### src/rtl/axil_apb_bridge.sv
// rtl/axil_apb_bridge.sv - AXI4-Lite to APB bridge, one transfer at a time; optional AXIL_APB_TIMEOUT_EN access timeout
module axil_apb_bridge #(
    parameter int DATA_WIDTH     = 32,
    parameter int ADDR_WIDTH     = 32,
    parameter int NUM_SLAVES     = 4,
    parameter int TIMEOUT_CYCLES = 16
) (
    input  logic                      clk,
    input  logic                      rst,
    // AXI-Lite write address
    input  logic [ADDR_WIDTH-1:0]     awaddr,
    input  logic [2:0]                awprot,
    input  logic                      awvalid,
    output logic                      awready,
    // AXI-Lite write data
    input  logic [DATA_WIDTH-1:0]     wdata,
    input  logic [DATA_WIDTH/8-1:0]   wstrb,
    input  logic                      wvalid,
    output logic                      wready,
    // AXI-Lite write response
    output logic [1:0]                bresp,
    output logic                      bvalid,
    input  logic                      bready,
    // AXI-Lite read address
    input  logic [ADDR_WIDTH-1:0]     araddr,
    input  logic [2:0]                arprot,
    input  logic                      arvalid,
    output logic                      arready,
    // AXI-Lite read data
    output logic [DATA_WIDTH-1:0]     rdata,
    output logic [1:0]                rresp,
    output logic                      rvalid,
    input  logic                      rready,
    // APB master
    output logic [ADDR_WIDTH-1:0]     paddr,
    output logic [2:0]                pprot,
    output logic                      pwrite,
    output logic [NUM_SLAVES-1:0]     psel,
    output logic                      penable,
    output logic [DATA_WIDTH-1:0]     pwdata,
    output logic [DATA_WIDTH/8-1:0]   pstrb,
    input  logic [DATA_WIDTH-1:0]     prdata,
    input  logic                      pready,
    input  logic                      pslverr
);

    localparam int STRB_W = DATA_WIDTH / 8;
    localparam int IDX_W  = (NUM_SLAVES > 1) ? $clog2(NUM_SLAVES) : 1;

    typedef enum logic [1:0] {
        ST_IDLE,
        ST_SETUP,
        ST_ACCESS,
        ST_RESP
    } state_t;

    state_t                  state_q, state_d;

    // one-entry holding registers for AW, W and AR
    logic                    aw_full_q, aw_full_d;
    logic [ADDR_WIDTH-1:0]   aw_addr_q, aw_addr_d;
    logic [2:0]              aw_prot_q, aw_prot_d;
    logic                    w_full_q, w_full_d;
    logic [DATA_WIDTH-1:0]   w_data_q, w_data_d;
    logic [STRB_W-1:0]       w_strb_q, w_strb_d;
    logic                    ar_full_q, ar_full_d;
    logic [ADDR_WIDTH-1:0]   ar_addr_q, ar_addr_d;
    logic [2:0]              ar_prot_q, ar_prot_d;

    // rr_write_q set means the write side wins the next read/write tie
    logic                    rr_write_q, rr_write_d;
    logic                    is_write_q, is_write_d;

    // registered outputs
    logic [ADDR_WIDTH-1:0]   paddr_q, paddr_d;
    logic [2:0]              pprot_q, pprot_d;
    logic                    pwrite_q, pwrite_d;
    logic [NUM_SLAVES-1:0]   psel_q, psel_d;
    logic                    penable_q, penable_d;
    logic [DATA_WIDTH-1:0]   pwdata_q, pwdata_d;
    logic [STRB_W-1:0]       pstrb_q, pstrb_d;
    logic [1:0]              bresp_q, bresp_d;
    logic                    bvalid_q, bvalid_d;
    logic [1:0]              rresp_q, rresp_d;
    logic                    rvalid_q, rvalid_d;
    logic [DATA_WIDTH-1:0]   rdata_q, rdata_d;

    logic                    write_pend;
    logic                    read_pend;
    logic                    grant_write;
    logic [IDX_W-1:0]        sel_idx;
    logic                    tmo_hit;

`ifdef AXIL_APB_TIMEOUT_EN
    localparam int TMO_W = (TIMEOUT_CYCLES > 2) ? $clog2(TIMEOUT_CYCLES) : 1;
    logic [TMO_W-1:0]        tmo_cnt_q, tmo_cnt_d;

    assign tmo_hit = (tmo_cnt_q == TMO_W'(TIMEOUT_CYCLES - 1));
`else
    assign tmo_hit = 1'b0;
`endif

    // ready is the empty flag of each holding register, held low while in reset
    assign awready = rst & ~aw_full_q;
    assign wready  = rst & ~w_full_q;
    assign arready = rst & ~ar_full_q;

    assign paddr   = paddr_q;
    assign pprot   = pprot_q;
    assign pwrite  = pwrite_q;
    assign psel    = psel_q;
    assign penable = penable_q;
    assign pwdata  = pwdata_q;
    assign pstrb   = pstrb_q;
    assign bresp   = bresp_q;
    assign bvalid  = bvalid_q;
    assign rresp   = rresp_q;
    assign rvalid  = rvalid_q;
    assign rdata   = rdata_q;

    // next-state logic: channel capture, arbitration and the APB phase sequencer
    always_comb begin
        state_d     = state_q;
        aw_full_d   = aw_full_q;
        aw_addr_d   = aw_addr_q;
        aw_prot_d   = aw_prot_q;
        w_full_d    = w_full_q;
        w_data_d    = w_data_q;
        w_strb_d    = w_strb_q;
        ar_full_d   = ar_full_q;
        ar_addr_d   = ar_addr_q;
        ar_prot_d   = ar_prot_q;
        rr_write_d  = rr_write_q;
        is_write_d  = is_write_q;
        paddr_d     = paddr_q;
        pprot_d     = pprot_q;
        pwrite_d    = pwrite_q;
        psel_d      = psel_q;
        penable_d   = penable_q;
        pwdata_d    = pwdata_q;
        pstrb_d     = pstrb_q;
        bresp_d     = bresp_q;
        bvalid_d    = bvalid_q;
        rresp_d     = rresp_q;
        rvalid_d    = rvalid_q;
        rdata_d     = rdata_q;
        sel_idx     = '0;
`ifdef AXIL_APB_TIMEOUT_EN
        tmo_cnt_d   = '0;
`endif

        if (awvalid && awready) begin
            aw_full_d = 1'b1;
            aw_addr_d = awaddr;
            aw_prot_d = awprot;
        end
        if (wvalid && wready) begin
            w_full_d = 1'b1;
            w_data_d = wdata;
            w_strb_d = wstrb;
        end
        if (arvalid && arready) begin
            ar_full_d = 1'b1;
            ar_addr_d = araddr;
            ar_prot_d = arprot;
        end

        // a write needs both halves; a lone AW or W never starts a transfer
        write_pend  = aw_full_q & w_full_q;
        read_pend   = ar_full_q;
        grant_write = write_pend & (~read_pend | rr_write_q);

        case (state_q)
            ST_IDLE: begin
                if (read_pend || write_pend) begin
                    state_d    = ST_SETUP;
                    is_write_d = grant_write;
                    pwrite_d   = grant_write;
                    if (read_pend && write_pend) begin
                        rr_write_d = ~grant_write;
                    end
                    if (grant_write) begin
                        paddr_d  = aw_addr_q;
                        pprot_d  = aw_prot_q;
                        pwdata_d = w_data_q;
                        pstrb_d  = w_strb_q;
                    end else begin
                        paddr_d  = ar_addr_q;
                        pprot_d  = ar_prot_q;
                        pwdata_d = '0;
                        pstrb_d  = '0;
                    end
                    if (NUM_SLAVES > 1) begin
                        sel_idx = paddr_d[ADDR_WIDTH-1 -: IDX_W];
                    end
                    psel_d          = '0;
                    psel_d[sel_idx] = 1'b1;
                end
            end
            ST_SETUP: begin
                // pready is deliberately not looked at here
                state_d   = ST_ACCESS;
                penable_d = 1'b1;
            end
            ST_ACCESS: begin
                if (pready || tmo_hit) begin
                    state_d   = ST_RESP;
                    psel_d    = '0;
                    penable_d = 1'b0;
                    if (is_write_q) begin
                        bvalid_d = 1'b1;
                        bresp_d  = (pslverr || !pready) ? 2'b10 : 2'b00;
                    end else begin
                        rvalid_d = 1'b1;
                        rresp_d  = (pslverr || !pready) ? 2'b10 : 2'b00;
                        rdata_d  = pready ? prdata : '0;
                    end
                end else begin
`ifdef AXIL_APB_TIMEOUT_EN
                    tmo_cnt_d = tmo_cnt_q + 1'b1;
`endif
                end
            end
            ST_RESP: begin
                // the holding registers are released only once the response is taken
                if (is_write_q && bready) begin
                    state_d   = ST_IDLE;
                    bvalid_d  = 1'b0;
                    aw_full_d = 1'b0;
                    w_full_d  = 1'b0;
                end else if (!is_write_q && rready) begin
                    state_d   = ST_IDLE;
                    rvalid_d  = 1'b0;
                    ar_full_d = 1'b0;
                end
            end
            default: state_d = ST_IDLE;
        endcase
    end

    // state and registered outputs; reset drops psel/penable at once and abandons the transfer
    always_ff @(posedge clk or negedge rst) begin
        if (!rst) begin
            state_q    <= ST_IDLE;
            aw_full_q  <= 1'b0;
            aw_addr_q  <= '0;
            aw_prot_q  <= '0;
            w_full_q   <= 1'b0;
            w_data_q   <= '0;
            w_strb_q   <= '0;
            ar_full_q  <= 1'b0;
            ar_addr_q  <= '0;
            ar_prot_q  <= '0;
            rr_write_q <= 1'b0;
            is_write_q <= 1'b0;
            paddr_q    <= '0;
            pprot_q    <= '0;
            pwrite_q   <= 1'b0;
            psel_q     <= '0;
            penable_q  <= 1'b0;
            pwdata_q   <= '0;
            pstrb_q    <= '0;
            bresp_q    <= '0;
            bvalid_q   <= 1'b0;
            rresp_q    <= '0;
            rvalid_q   <= 1'b0;
            rdata_q    <= '0;
`ifdef AXIL_APB_TIMEOUT_EN
            tmo_cnt_q  <= '0;
`endif
        end else begin
            state_q    <= state_d;
            aw_full_q  <= aw_full_d;
            aw_addr_q  <= aw_addr_d;
            aw_prot_q  <= aw_prot_d;
            w_full_q   <= w_full_d;
            w_data_q   <= w_data_d;
            w_strb_q   <= w_strb_d;
            ar_full_q  <= ar_full_d;
            ar_addr_q  <= ar_addr_d;
            ar_prot_q  <= ar_prot_d;
            rr_write_q <= rr_write_d;
            is_write_q <= is_write_d;
            paddr_q    <= paddr_d;
            pprot_q    <= pprot_d;
            pwrite_q   <= pwrite_d;
            psel_q     <= psel_d;
            penable_q  <= penable_d;
            pwdata_q   <= pwdata_d;
            pstrb_q    <= pstrb_d;
            bresp_q    <= bresp_d;
            bvalid_q   <= bvalid_d;
            rresp_q    <= rresp_d;
            rvalid_q   <= rvalid_d;
            rdata_q    <= rdata_d;
`ifdef AXIL_APB_TIMEOUT_EN
            tmo_cnt_q  <= tmo_cnt_d;
`endif
        end
    end

endmodule

### config.mk
export PLATFORM = sky130hd
export DESIGN_NAME = axil_apb_bridge
export DESIGN_NICKNAME = d
export VERILOG_FILES = /design/src/rtl/axil_apb_bridge.sv
export SDC_FILE = /design/constraint.sdc
export NUM_CORES = 1
export LEC_CHECK = 0
export ABC_AREA = 1
export CAP_MARGIN = 20
export CORE_MARGIN = 1.5
export CORE_UTILIZATION = 52
export CTS_BUF_LIST = sky130_fd_sc_hd__clkbuf_16
export DETAILED_ROUTE_END_ITERATION = 16
export GPL_ROUTABILITY_DRIVEN = 0
export GPL_TIMING_DRIVEN = 1
export PLACE_DENSITY = 0.86
export SYNTH_ARGS = -nofsm -noshare
export SYNTH_HDL_FRONTEND = slang
export SYNTH_SLANG_ARGS = --single-unit
### constraint.sdc
create_clock -name clk -period 3.7 [get_ports clk]
set_clock_uncertainty 0.15 [all_clocks]
set_input_delay 0.37 -clock clk [delete_from_list [all_inputs] [get_ports clk]]
set_output_delay 0.37 -clock clk [all_outputs]
set_load 0.05 [all_outputs]
Word-level counts from Yosys, hierarchy flattened. Cells that the tools add are included.

Order comparisons: 2. Equality and inequality tests: 11. Muxes and demuxes: 38. Bitwise operators: 11. Reductions and logical operators: 24.

Operator list (number): 32-bit two-way mux (2); 1-bit two-way mux (19); 3-bit AND reduction (5); 2-bit two-way mux (7); 2-bit != test, second input constant (7); 4-bit two-way mux (3); 2-bit case mux with 4 select lines (1); 4-bit case mux with 2 select lines (1); 1-bit logical AND (7); 1-bit case mux with 2 select lines (3); 2-bit nonzero test (3); 1-bit AND (5); 1-bit NOT (5); 5-bit AND reduction (1); 2-bit equality test, second input constant (2); 2-bit AND reduction (2); 4-bit AND reduction (1); 2-bit by 3-bit less-than comparator with 1-bit output, second input constant (1); 3-bit two-way mux (1); 3-bit != test, second input constant (1); 1-bit demux with 2-bit select (1); 2-bit by 1-bit equality test with 1-bit output, second input constant (1); 2-bit by 1-bit greater-or-equal comparator with 1-bit output, second input constant (1); 1-bit logical NOT (2); other kinds (3) (4).

Bits in registers: 227. Input port bits: 147. Output and inout bits: 118. Logic and storage cells: 109.

Logic depth before layout (Yosys ltp).
Depth in word-level cells: 12. Gate-level depth with buffers: 8. Mapped depth without buffers: 8.

Worst setup path before layout. No wires, ideal clock.

Kind: input port to output port. Start point: input rst. End point: output wready. Data arrival time: 1235 ps. Data required time: 3180 ps. Slack: 1945 ps. Cell stages on the path: 3. Path buffers: 1. Path through: inv_1 nor2_4 buf_1.

Word-level cells in the longest chain between the ends: 1.

Ends and longest elaborated chain: from (decl) (line 9) `input logic rst,`; 1-bit AND (line 105) `assign wready = rst & ~w_full_q;`; to (decl) (line 19) `output logic wready,`.

No other way between the ends.

Worst setup path in the final report.
Start point: input rst. End point: output arready.

Word-level cells in the longest chain between the ends: 1.

Ends and longest elaborated chain: 1-bit AND (line 106) `assign arready = rst & ~ar_full_q;`; to (decl) (line 28) `output logic arready,`.

No other way between the ends.

==> out/metrics.csv <==
stage,metric,value,unit
timing,post-route clock period utilization,75.03,%
synth,leading post-synthesis cells by cell area,"dfrtp_1 (61%), nand2_1 (17%), nand3_1 (9.4%)",
synth,Syn Inst Count,1049,
setup_path,Crit Path Category,input port to output port,
floorplan,Die W,136.6,um
setup_path,Worst path max stage delay,0.58,ns
min_path,Hold Crit Class,input port to async pin,
setup_path,critical path data arrival time,2.26,ns
pwr,switching pwr,6015,uW
pwr,Logic pwr share,49.6,%
cts,root buf cell,clkbuf_16,
floorplan,standard-cell rows,48,
pwr,Flop pwr share,33.2,%
final_layout,area delta synth->final,37.23,%
timing,Setup Viol. Count Final,0,
cts,clk buf depth,3,
cts,H-tree levels,1,
synth,Synth area leader,dfrtp_1,
cts,worst skew pair latency,0.49,ns
timing,Least-Margin Pin Slew,0.8318,ns
final_layout,Filler cells,1245,
status,status,"finished, final reports clean",
placed_design,hpwl dp,16420,um
synth,register area share after synthesis,60.67,%
global_route,via count of the first global-routing pass,8193,
pwr,PwrDens,1018,nW/um^2
setup_path,"Max FO, Critical Path",46,
routing,vias per std cell,5.450,
routing,DR pass1 iterations,5,
final_layout,layout cells sized above 1,4.762,%
pwr,sw frac,46.41,%
routing,routed vias,8328,
global_route,Tot GR Track Use,27.81,%
final_layout,"most common cell after layout, fill and taps aside",nand2_1,
synth,top cell type's share of synthesized area,60.67,%
timing,total negative slack,0,ns
synth,Syn Std Cell Area,9280,sq um
global_route,largest net degree at the start of global routing,128,
cts,CTS Hold Buffers Added,1,
timing,RSZ-0062 raised after global routing,no,
timing,final max-slew violation count,0,
job,maxcap violations,0,
floorplan,Die H,136.6,um
floorplan,full die area,18660,sq um
pwr,worst-case vdd ir drop,0.6050,mV
final_layout,NumNets Final,1440,
routing,drt total wl,25390,um
final_layout,Final Util,73.37,%
setup_path,Critical Path RT,3.18,ns
pwr,Int Pwr,6945,uW
global_route,initial antenna violation count,1,
floorplan,core area,17360,sq um
routing,drt first-iter violations,626,
floorplan,I/O pin count,265,
synth,Yosys reg bits,225,
synth,Mapped Avg Cell Area,8.847,sq um
synth,Synth cell types,26,
timing,fmax,360.2,MHz
cts,cts repair resizes,0,
timing,Tmin final,2.776,ns
setup_path,CP max-delay cell,nor2_2,
placed_design,port bufs,262,
timing,Final Hold Viols,0,
routing,ANT nets after route,0,
pwr,leakage power,0.006273,uW
global_route,first-pass GRT wire length,41280,um
cts,TritonCTS Buffers,22,
setup_path,critical path startpoint category,input port,
final_layout,most frequent cells in the layout,"nand2_1 (408), clkdlybuf4s50_1 (258), dfrtp_1 (225)",
setup_path,CP Capture Type,output port,
timing,worst hold margin,0.2127,ns
cts,TritonCTS Sinks,225,
routing,DRC,0,
synth,yosys warns,0,
timing,slew margin rel.,44.35,%
setup_path,CP cell instances,dlygate4sd3_1 > buf_8 > inv_1 > nor2_2 > buf_12,
pwr,Clk network pwr share,17.2,%
routing,mean routed wirelength per cell,16.62,um
cts,clk slew on worst S/H paths,0.06,ns
cts,Setup Buffers After CTS,0,
floorplan,effective utilization at floorplan,53.47,%
global_route,total global routing overflow,0,
cts,TritonCTS clock tree,done,
[sequential cells by signal, indices dropped and copies added, names as in the netlist]
register    count
ar_addr_q      32
ar_full_q       1
ar_prot_q       3
aw_addr_q      32
aw_full_q       1
aw_prot_q       3
bresp           1
bvalid          1
paddr          32
penable         1
pprot           3
psel            4
pstrb           4
pwdata         32
pwrite          1
rdata          32
rr_write_q      1
rresp           1
rvalid          1
state_q         2
w_data_q       32
w_full_q        1
w_strb_q        4
[final timing paths]
kind | from | endpoint | slack, ns | cells past startpoint
setup / recovery | rst | arready | 0.92 | 5
hold / removal | rst | w_data_q[16]$_DFFE_PN0P_ | 0.21 | 2
setup reg to reg | state_q[0]$_DFFE_PN0P_ | rdata[7]$_DFFE_PN0P_ | 1.35 | 9
hold reg to reg | pwdata[12]$_DFFE_PN0P_ | pwdata[12]$_DFFE_PN0P_ | 0.32 | 2
max in group asynchronous | rst | rdata[20]$_DFFE_PN0P_ | 2.16 | 3
min in group clk | prdata[30] | rdata[30]$_DFFE_PN0P_ | 0.28 | 3
[metrics by stage]
stage	setup slack [ns]	cell area, sq um	std cells	power, uW
after floorplan	1.945	9284	1050	8605
after global placement	1.038	11980	1487	10500
after detailed placement	1.008	11980	1487	10700
after CTS	0.9043	12700	1526	12990
after global routing	0.7756	12730	1527	13740
final	0.9238	12730	1528	12960
[worst max-delay path: cells and delay by family]
family / cells / cell delay [ns]
buffers and inverters: 4 / 1.27
AND/OR/NAND/NOR: 1 / 0.58
[Yosys cell counts]
master	instances
a21oi_1	10
a21oi_2	1
a21oi_4	1
a22o_1	1
buf_1	1
buf_2	26
buf_4	5
buf_6	10
clkbuf_1	24
clkinv_1	1
conb_1	1
dfrtp_1	225
ha_1	5
inv_1	16
inv_2	2
inv_4	1
mux2_2	1
nand2_1	408
nand2_2	3
nand3_1	174
nor2_1	50
nor2_2	3
nor2_4	1
o211ai_1	1
o21ai_0	37
o21ai_1	41
[power by group through the flow]
stage          sequential [uW]  clock [uW]  combinational [uW]
2_1_floorplan             6180           0                2430
3_3_place_gp              4270           0                6240
3_5_place_dp              4300           0                6400
4_1_cts                   4290        2260                6440
5_1_grt                   4420        2380                6940
6_report                  4300        2230                6430
[logic make-up after synthesis]
group / synth area share (%)
simple gates: 28.43
flops: 60.67
compound gates: 5.191
buf+inv: 4.867
fa+ha+maj: 0.6741
mux: 0.1213
other cells: 0.04041
[per-layer routing]
layer	vias up	track usage (%)	part of all wire [%]
met1	4021	37.72	40
li1	3859	-	-
met3	58	4.593	8.2
met4	0	8.924	3.1
met2	390	45.90	49
met5	-	0	0
[layout make-up]
class	instances	area (sq um)	area share, %
flip-flops and latches	225	5630	44.21
diodes	1	2.502	0.01965
clock inverters	15	137.6	1.081
well taps	225	281.5	2.211
multi-input cells	739	3202	25.14
inverters	20	77.57	0.6092
clock buffers	23	575.6	4.520
repair buffers	280	2828	22.20
Note: power is estimated with default switching activity, not from simulation.
